`src/rtl/lif_pkg.sv`:
```
// lif_pkg: shared constants for the leaky integrate-and-fire array.
//   MODE_ZERO / MODE_SUB : sub_mode encodings (reset-to-zero / subtract-threshold)
//   SPIKE_CNT_W          : width of the saturating total-spike counter
package lif_pkg;
  localparam logic MODE_ZERO   = 1'b0;
  localparam logic MODE_SUB    = 1'b1;
  localparam int   SPIKE_CNT_W = 16;
endpackage

```
`src/rtl/lif_cell.sv`:
```
// lif_cell: one leaky integrate-and-fire channel.
// Ports:
//   clk, rst            clock, async active-high reset
//   tick                update strobe
//   cur [W]             input current for this channel
//   thresh [W]          firing threshold (0 disables firing)
//   leak_shift [3]      leak = v >> leak_shift, 0 = no leak
//   refrac [RW]         refractory ticks loaded on a spike
//   sub_mode            MODE_ZERO / MODE_SUB post-spike behaviour
//   v [W]               registered membrane value
//   spike               registered one-cycle spike flag
module lif_cell
  import lif_pkg::*;
#(
  parameter int W  = 8,
  parameter int RW = 4
) (
  input  logic          clk,
  input  logic          rst,
  input  logic          tick,
  input  logic [W-1:0]  cur,
  input  logic [W-1:0]  thresh,
  input  logic [2:0]    leak_shift,
  input  logic [RW-1:0] refrac,
  input  logic          sub_mode,
  output logic [W-1:0]  v,
  output logic          spike
);

  logic [RW-1:0] rcnt;
  logic [W-1:0]  leak;
  logic [W:0]    sum;
  logic [W-1:0]  v_next;
  logic          fire;

  // A shift of zero would remove the whole membrane, so it means "no leak".
  always_comb begin
    leak   = (leak_shift == 3'd0) ? '0 : (v >> leak_shift);
    sum    = {1'b0, v} - {1'b0, leak} + {1'b0, cur};
    v_next = sum[W] ? '1 : sum[W-1:0];
    fire   = (thresh != '0) && (v_next >= thresh);
  end

  always_ff @(posedge clk or posedge rst) begin
    if (rst) begin
      v     <= '0;
      rcnt  <= '0;
      spike <= 1'b0;
    end else begin
      spike <= 1'b0;
      if (tick) begin
        if (rcnt != '0) begin
          v    <= '0;
          rcnt <= rcnt - 1'b1;
        end else if (fire) begin
          spike <= 1'b1;
          v     <= (sub_mode == MODE_SUB) ? (v_next - thresh) : '0;
          rcnt  <= refrac;
        end else begin
          v <= v_next;
        end
      end
    end
  end

endmodule

```
`src/rtl/lif_array.sv`:
```
// lif_array: N_CH leaky integrate-and-fire channels with shared configuration.
// Ports:
//   clk, rst                 clock, async active-high reset
//   tick                     one update step for all channels
//   cur_we, cur_ch, cur_val  write port for per-channel input current registers
//   thresh, leak_shift,
//   refrac, sub_mode         shared configuration, sampled on each tick
//   mon_sel, mon_state       membrane monitor (0 for out-of-range channel)
//   spike [N_CH]             registered per-channel spike pulses
//   spike_cnt [16]           saturating total of spikes since reset
module lif_array
  import lif_pkg::*;
#(
  parameter int N_CH = 4,
  parameter int W    = 8,
  parameter int RW   = 4
) (
  input  logic                                clk,
  input  logic                                rst,
  input  logic                                tick,
  input  logic                                cur_we,
  input  logic [(N_CH>1?$clog2(N_CH):1)-1:0] cur_ch,
  input  logic [W-1:0]                        cur_val,
  input  logic [W-1:0]                        thresh,
  input  logic [2:0]                          leak_shift,
  input  logic [RW-1:0]                       refrac,
  input  logic                                sub_mode,
  input  logic [(N_CH>1?$clog2(N_CH):1)-1:0] mon_sel,
  output logic [W-1:0]                        mon_state,
  output logic [N_CH-1:0]                     spike,
  output logic [SPIKE_CNT_W-1:0]              spike_cnt
);

  logic [W-1:0]           cur_reg [N_CH];
  logic [W-1:0]           v_all   [N_CH];
  logic [4:0]             pop;
  logic [SPIKE_CNT_W:0]   cnt_sum;

  // Cells see the pre-edge current, so a write coinciding with a tick
  // only affects the following tick.
  always_ff @(posedge clk or posedge rst) begin
    if (rst) begin
      for (int i = 0; i < N_CH; i++) cur_reg[i] <= '0;
    end else if (cur_we && (int'(cur_ch) < N_CH)) begin
      cur_reg[cur_ch] <= cur_val;
    end
  end

  for (genvar g = 0; g < N_CH; g++) begin : g_cell
    lif_cell #(.W(W), .RW(RW)) u_cell (
      .clk        (clk),
      .rst        (rst),
      .tick       (tick),
      .cur        (cur_reg[g]),
      .thresh     (thresh),
      .leak_shift (leak_shift),
      .refrac     (refrac),
      .sub_mode   (sub_mode),
      .v          (v_all[g]),
      .spike      (spike[g])
    );
  end

  always_comb begin
    mon_state = '0;
    for (int i = 0; i < N_CH; i++) begin
      if (int'(mon_sel) == i) mon_state = v_all[i];
    end
  end

  always_comb begin
    pop = '0;
    for (int i = 0; i < N_CH; i++) pop = pop + 5'(spike[i]);
    cnt_sum = {1'b0, spike_cnt} + (SPIKE_CNT_W+1)'(pop);
  end

  always_ff @(posedge clk or posedge rst) begin
    if (rst) begin
      spike_cnt <= '0;
    end else begin
      spike_cnt <= cnt_sum[SPIKE_CNT_W] ? '1 : cnt_sum[SPIKE_CNT_W-1:0];
    end
  end

endmodule

```
`config.mk`:
```
export PLATFORM = sky130hd
export DESIGN_NAME = lif_array
export DESIGN_NICKNAME = d
export VERILOG_FILES = /design/src/rtl/lif_pkg.sv /design/src/rtl/lif_cell.sv /design/src/rtl/lif_array.sv
export SDC_FILE = /design/constraint.sdc
export NUM_CORES = 1
export LEC_CHECK = 0
export ABC_CLOCK_PERIOD_IN_PS = 7580
export BUFFER_PORTS_ARGS = -buffer_cell sky130_fd_sc_hd__buf_2
export CAP_MARGIN = 25
export CELL_PAD_IN_SITES_DETAIL_PLACEMENT = 0
export CELL_PAD_IN_SITES_GLOBAL_PLACEMENT = 1
export CORE_MARGIN = 2
export CORE_UTILIZATION = 40
export CTS_CLUSTER_SIZE = 40
export DETAILED_ROUTE_END_ITERATION = 16
export MAX_ROUTING_LAYER = met4
export PLACE_DENSITY = 0.79
export SYNTH_ARGS = -nofsm -noshare
export SYNTH_HDL_FRONTEND = slang
export SYNTH_SLANG_ARGS = --single-unit
```
`constraint.sdc`:
```
create_clock -name clk -period 7.58 [get_ports clk]
set_input_delay 0.379 -clock clk [delete_from_list [all_inputs] [get_ports clk]]
set_output_delay 0.379 -clock clk [all_outputs]
set_load 0.005 [all_outputs]
```
# --- After elaboration in Yosys (flattened, before gate mapping) ---
# Index checks and enable logic that the tools add are counted.
totals:
  inputBits: 32
  out_inout_bits: 28
  elab_cells: 119
  regBits: 100
op_classes:
  muxes: 48
  n_eq_ne: 3
  add_sub_neg: 20
  magnitude_cmp: 6
  bitwise: 1
  reduce_logical: 20
  shift: 4
ops:
  columns: ["cell", "count"]
  rows:
  - ["$mux 8", 25]
  - ["$add 9x8->9", 4]
  - ["$sub 8x8->9", 4]
  - ["$bwmux 32", 1]
  - ["$ge 8x8->1", 4]
  - ["$mux 4", 8]
  - ["$shr 8x3->8", 4]
  - ["$sub 8x8->8", 4]
  - ["$add 16x4->17", 1]
  - ["$demux 8 s2", 1]
  - ["$mux 16", 1]
  - ["$reduce_bool 4->1", 4]
  - ["$sub 4x1->4 const B", 4]
  - ["$mux 1", 12]
  - ["$reduce_and 2->1", 4]
  - ["$reduce_bool 2->1", 4]
  - ["$reduce_bool 8->1", 1]
  - ["$logic_and 1x1->1", 5]
  - ["$add 3x1->4", 1]
  - ["$eq 2x2->1 const B", 2]
  - ["$add 2x1->3", 1]
  - ["$ge 3x3->1 const B", 1]
  - ["$logic_not 3->1", 1]
  - ["$lt 3x1->1 const B", 1]
  - ["4 further kinds", 4]

# --- Longest topological paths before layout ---
logic_depth:
  depth_word: 10
  ltp_mapped: 25
  mapped_depth_nobuf: 22

# --- Hierarchy ---
# A second synthesis with hierarchy kept.
hier_totals:
  cells_unflattened: 1095
  hier_area_um2: 9673.0
modules_own_cells:
  columns: ["module", "instances", "area_each_um2", "seq_area_each_um2", "cells_per_inst"]
  rows:
  - ["lif_array", 1, 2253.4, 1201.2, 161]
  - ["lif_cell at g_cell[1].u_cell", 1, 1911.8, 325.3, 240]
  - ["lif_cell at g_cell[0].u_cell", 1, 1841.8, 325.3, 235]
  - ["lif_cell at g_cell[3].u_cell", 1, 1835.5, 325.3, 228]
  - ["lif_cell at g_cell[2].u_cell", 1, 1830.5, 325.3, 231]

# --- Worst setup path after synthesis ---
# No wires, ideal clock.
synth_timing:
  path_type: "input to register"
  startpoint: "in leak_shift[0]"
  endpoint: "reg g_cell[0].u_cell.v[6]"
  path_stages: 21
  path_slack_ns: 2.196
  path_buffers: 2
  setup_ns: 0.151
  arrival_time_ns: 5.233
  required_ns: 7.429
  path_cell_list: "clkbuf_1 buf_1 nor2b_1 a22oi_1 o22ai_1 fa_1 inv_1 ha_1 o21ai_0 a211oi_1 or2_2 o311ai_0 nor2_1 ha_1 fa_1 nor2b_1 o21a_1 o21ai_0 mux2i_1 a2111oi_0 o221ai_1"
synth_between:
  elab_chain_cells: 9
  word_cells_on_any_way: 12
  cone_classes: "3 x add/sub; 1 x order compare; 1 x shift; 5 x mux; 2 x reduce/logical"
synth_lines:
  columns: ["item", "line_no", "rtl"]
  rows:
  - ["start: declaration", "lif_array.sv:25", "input logic [2:0] leak_shift,"]
  - ["$shr 8x3->8 / $logic_not 3->1 (equally long branches)", "lif_cell.sv:38", "leak = (leak_shift == 3'd0) ? '0 : (v >> leak_shift);"]
  - ["$mux 8 *", "lif_cell.sv:38", null]
  - ["$sub 8x8->9 *", "lif_cell.sv:39", "sum = {1'b0, v} - {1'b0, leak} + {1'b0, cur};"]
  - ["$add 9x8->9 *", "lif_cell.sv:39", null]
  - ["$mux 8 *", "lif_cell.sv:40", "v_next = sum[W] ? '1 : sum[W-1:0];"]
  - ["$sub 8x8->8 / $ge 8x8->1 (equally long branches)", "lif_cell.sv:57, lif_cell.sv:41", null]
  - ["$mux 8 / $logic_and 1x1->1 (equally long branches)", "lif_cell.sv:57, lif_cell.sv:41", null]
  - ["$mux 8 *", "lif_cell.sv:55", "end else if (fire) begin"]
  - ["$mux 8 *", "lif_cell.sv:52", "if (rcnt != '0) begin"]
  - ["end signal: assignment", "lif_cell.sv:57", "v <= (sub_mode == MODE_SUB) ? (v_next - thresh) : '0;"]
  - ["end signal: assignment", "lif_cell.sv:60", "v <= v_next;"]
  - ["end: declaration", "lif_cell.sv:26", "output logic [W-1:0] v,"]
# Mark *: on every way between the ends. The rest lies on a longest branch, timed or not.
# A chain may end at the register's enable or synchronous reset.

# --- Worst setup path after layout ---
layout_timing:
  startpoint: "in leak_shift[0]"
  endpoint: "reg g_cell[0].u_cell.v[7]"
# Same word-level chain as after synthesis.

==> summary.txt <==
Run status
  – Run status: finished clean

Final layout
  – Commonest non-fill, non-tap cell in the layout: inv_1
  – Area growth from synthesis to layout: 9.55%
  – Register Area: between 2000 and 3000 um2
  – Multi-input logic area: 6230 um2
  – Fill count: between 2,000 and 2,500
  – Commonest cells after routing, fill and taps aside: inv_1, nand2_1, dfrtp_1
  – Net count, final: 1,273
  – Layout cell share with drive strength beyond 1: approximately an eighth

Global routing
  – First-pass GRT wire length: 42,400 um
  – Initial antenna violation count: 1
  – Overall routing resource usage: 23.1%
  – Pin count of the biggest net entering global routing: 68
  – Total global routing overflow: 0
  – Vias in the first global route: roughly 8,000

Worst setup path
  – Startpoint types: input port
  – Critical Path Fanout Max: 38
  – CP arrival: 6300 ps
  – Crit-path max cell delay: ~720 ps
  – Worst path cell trace: buf_2 > nor2b_1 > a22oi_1 > o21ai_0 > fa_1 > fa_1 > nand2b_1 > a211oi_1 > or2_2 > o311ai_0 > nor2_1 > ha_1 > fa_1 > nor2b_1 > o21a_1 > o31ai_2 > a21boi_0 > o211ai_1 > o221ai_1
  – Cell mode on critical path: fa_1
  – Top Family by Delay on Critical Path: compound AO/OA/AOI/OAI gates
  – Required time of the critical path: slightly below 8000 ps
  – Worst path bufs/invs: 1
  – CP max-delay cell: nor2b_1
  – Crit end category: flip-flop
  – Setup CP Type: input port to flip-flop

Run
  – Max-Cap Viols: 0

Clock network
  – CTS root buffer: clkbuf_16
  – CTS clock-pin slew for the worst setup and hold paths: 80 ps
  – # resized after CTS: 0
  – CTS tree: built
  – H-tree levels: 3
  – Cts hold-fix bufs: 0
  – Post-CTS Setup Inserts: 0
  – CTS sink count: 100
  – Clock Latency Late Sink: 370 ps
  – Num CTS Buffers: 9
  – Maximum clock path buffer count: 2

STA
  – FMAX: 0.164 GHz
  – Skew final: about 15 ps
  – Final setup vio count: 0
  – Slew @ Worst Pin: 923 ps
  – Final hold violations: 0
  – Relative slew slack: a little under 40%
  – Final period util: 80.3%
  – Post-route minimum period: around 6100 ps
  – Fin Setup TNS: 0 ps
  – Fin. max-slew vios: 0
  – RSZ-0062 raised after global routing: false

Placement
  – DP HPWL: approximately 21,000 um
  – Routability cong.: around 0.93
  – Buffers on Ports: between 50 and 60

Routing
  – Routed WL per cell: ~19 um
  – Vias per cell: between 5 and 6
  – DR vias: just over 8,000
  – DRC Markers: 0
  – Antenna Violating Nets Remaining: 0
  – Initial DRT Pass Iterations: 5
  – Starting DRC count in detailed routing: 657
  – Post-Route WL: roughly 27,000 um

Yosys
  – Async SR Flop Fraction: 100%
  – Average size of a mapped cell: between 8 and 9 um2
  – Total nets after synthesis: roughly 1,200
  – Number of synthesized flops with an enable pin: 0
  – Flops & latches, synth: 100
  – Cell Area, Synth: roughly 9400 um2
  – Ys flop type: dfrtp_1
  – Post-synthesis cell type count: 76
  – Ys Warns: 0
  – Sequential fraction of the synthesis area: 26.6%
  – Cell count after synthesis: around 1,100

Die
  – Initial core utilization: between 40% and 50%
  – Die width: ~160 um
  – Ports: 60
  – Core ar.: approximately 23,000 um2
  – Rows: 56
  – Die area: approximately 25,000 um2
  – DIE HEIGHT: 157 um

Hold path
  – Worst hold path class: input port to async pin
per-stage QoR:
stage | instance area [um2] | util (%) | hold WS, ps | setup WS [ps] | cells
detailed placement | 9990 | 42.8 | 431 | 1200 | 1437
finish | 10300 | 44.2 | 11.4 | 1490 | 1454
global placement | 9990 | 42.8 | 425 | 1260 | 1437
floorplan | 9420 | - | 456 | 2200 | 1091
global route | 10300 | 44.2 | 46.0 | 965 | 1454
CTS | 10300 | 44.2 | 27.8 | 1570 | 1453
cells by family after synthesis:
family | after synthesis | share of synthesized area, %
other | 1 | 0.0398
and+or+nand+nor | 311 | 16.1
adders and majority gates | 112 | 17.7
buffers and inverters | 179 | 7.37
AOI/OAI and AO/OA | 287 | 20.6
xor gates and xnor gates | 45 | 4.26
muxes | 56 | 7.38
DFF | 100 | 26.6
cells in the mapped netlist (8+ instances only):
| cell type | instances | area (um2) |
|---|---|---|
| nor2b_1 | 25 | 156 |
| o22ai_1 | 8 | 50.1 |
| dfrtp_1 | 100 | 2500 |
| and3_1 | 10 | 62.6 |
| nor3_1 | 16 | 80.1 |
| and2_1 | 10 | 62.6 |
| o211ai_1 | 15 | 113 |
| nand2_1 | 109 | 409 |
| a22oi_1 | 9 | 67.6 |
| nor2_1 | 59 | 221 |
| xor2_1 | 26 | 228 |
| clkbuf_1 | 28 | 105 |
| o221ai_1 | 25 | 219 |
| mux4_2 | 8 | 180 |
| mux2i_1 | 20 | 200 |
| inv_1 | 143 | 537 |
| a211oi_1 | 15 | 113 |
| o21ai_0 | 68 | 340 |
| ha_1 | 76 | 951 |
| nand3_1 | 24 | 120 |
| or2_2 | 8 | 50.1 |
| a21o_1 | 17 | 128 |
| nand2b_1 | 19 | 119 |
| mux2_2 | 28 | 315 |
| xnor2_1 | 18 | 158 |
| o21a_1 | 11 | 82.6 |
| fa_1 | 36 | 721 |
| a21oi_1 | 57 | 285 |
final timing paths:
check	start	to	slack [ps]	cells after the start
setup / recovery	leak_shift[0]	g_cell[0].u_cell.v[7]$_DFFE_PP0P_	1490	19
hold / removal	rst	spike_cnt[15]$_DFF_PP0_	10	2
setup reg to reg	g_cell[0].u_cell.v[4]$_DFFE_PP0P_	g_cell[0].u_cell.v[6]$_DFFE_PP0P_	2000	20
hold reg to reg	g_cell[0].u_cell.rcnt[3]$_DFFE_PP0P_	g_cell[0].u_cell.rcnt[3]$_DFFE_PP0P_	500	1
max in group asynchronous	rst	cur_reg[31]$_DFFE_PP0P_	6260	3
min in group clk	cur_val[3]	cur_reg[27]$_DFFE_PP0P_	300	3
layer usage:
metal	vias to the layer above	track usage, %	wire (um)
met3	51	3.03	1130
met5	-	-	0
met1	3943	30.0	12300
li1	3933	-	-
met4	0	8.40	892
met2	196	37.0	12900
cell type report:
| cell class | count | area share (%) |
|---|---|---|
| antenna | 1 | 0.0242 |
| clock buffer | 10 | 2.32 |
| clock inverter | 6 | 0.861 |
| inverter | 143 | 5.22 |
| multi-input combinational | 812 | 60.3 |
| sequential | 100 | 24.2 |
| tap | 319 | 3.87 |
| timing repair buffer | 63 | 3.15 |
worst reg2reg max path, cell delays in order (launching register included):
cell	delay, ps
dfrtp_1	480
inv_1	150
o21ai_0	110
o21ai_0	300
nor2_1	110
fa_1	510
inv_1	40
ha_1	340
o21ai_0	130
a211oi_1	100
or2_2	290
o311ai_0	750
nor2_1	180
ha_1	270
fa_1	400
nor2b_1	140
o21a_1	170
o21ai_0	170
mux2i_1	160
a2111oi_0	460
o221ai_1	190
Power is left out: the tool's default activity adds up to more than one toggle a clock period on the data nets, which glitch-free logic cannot reach.
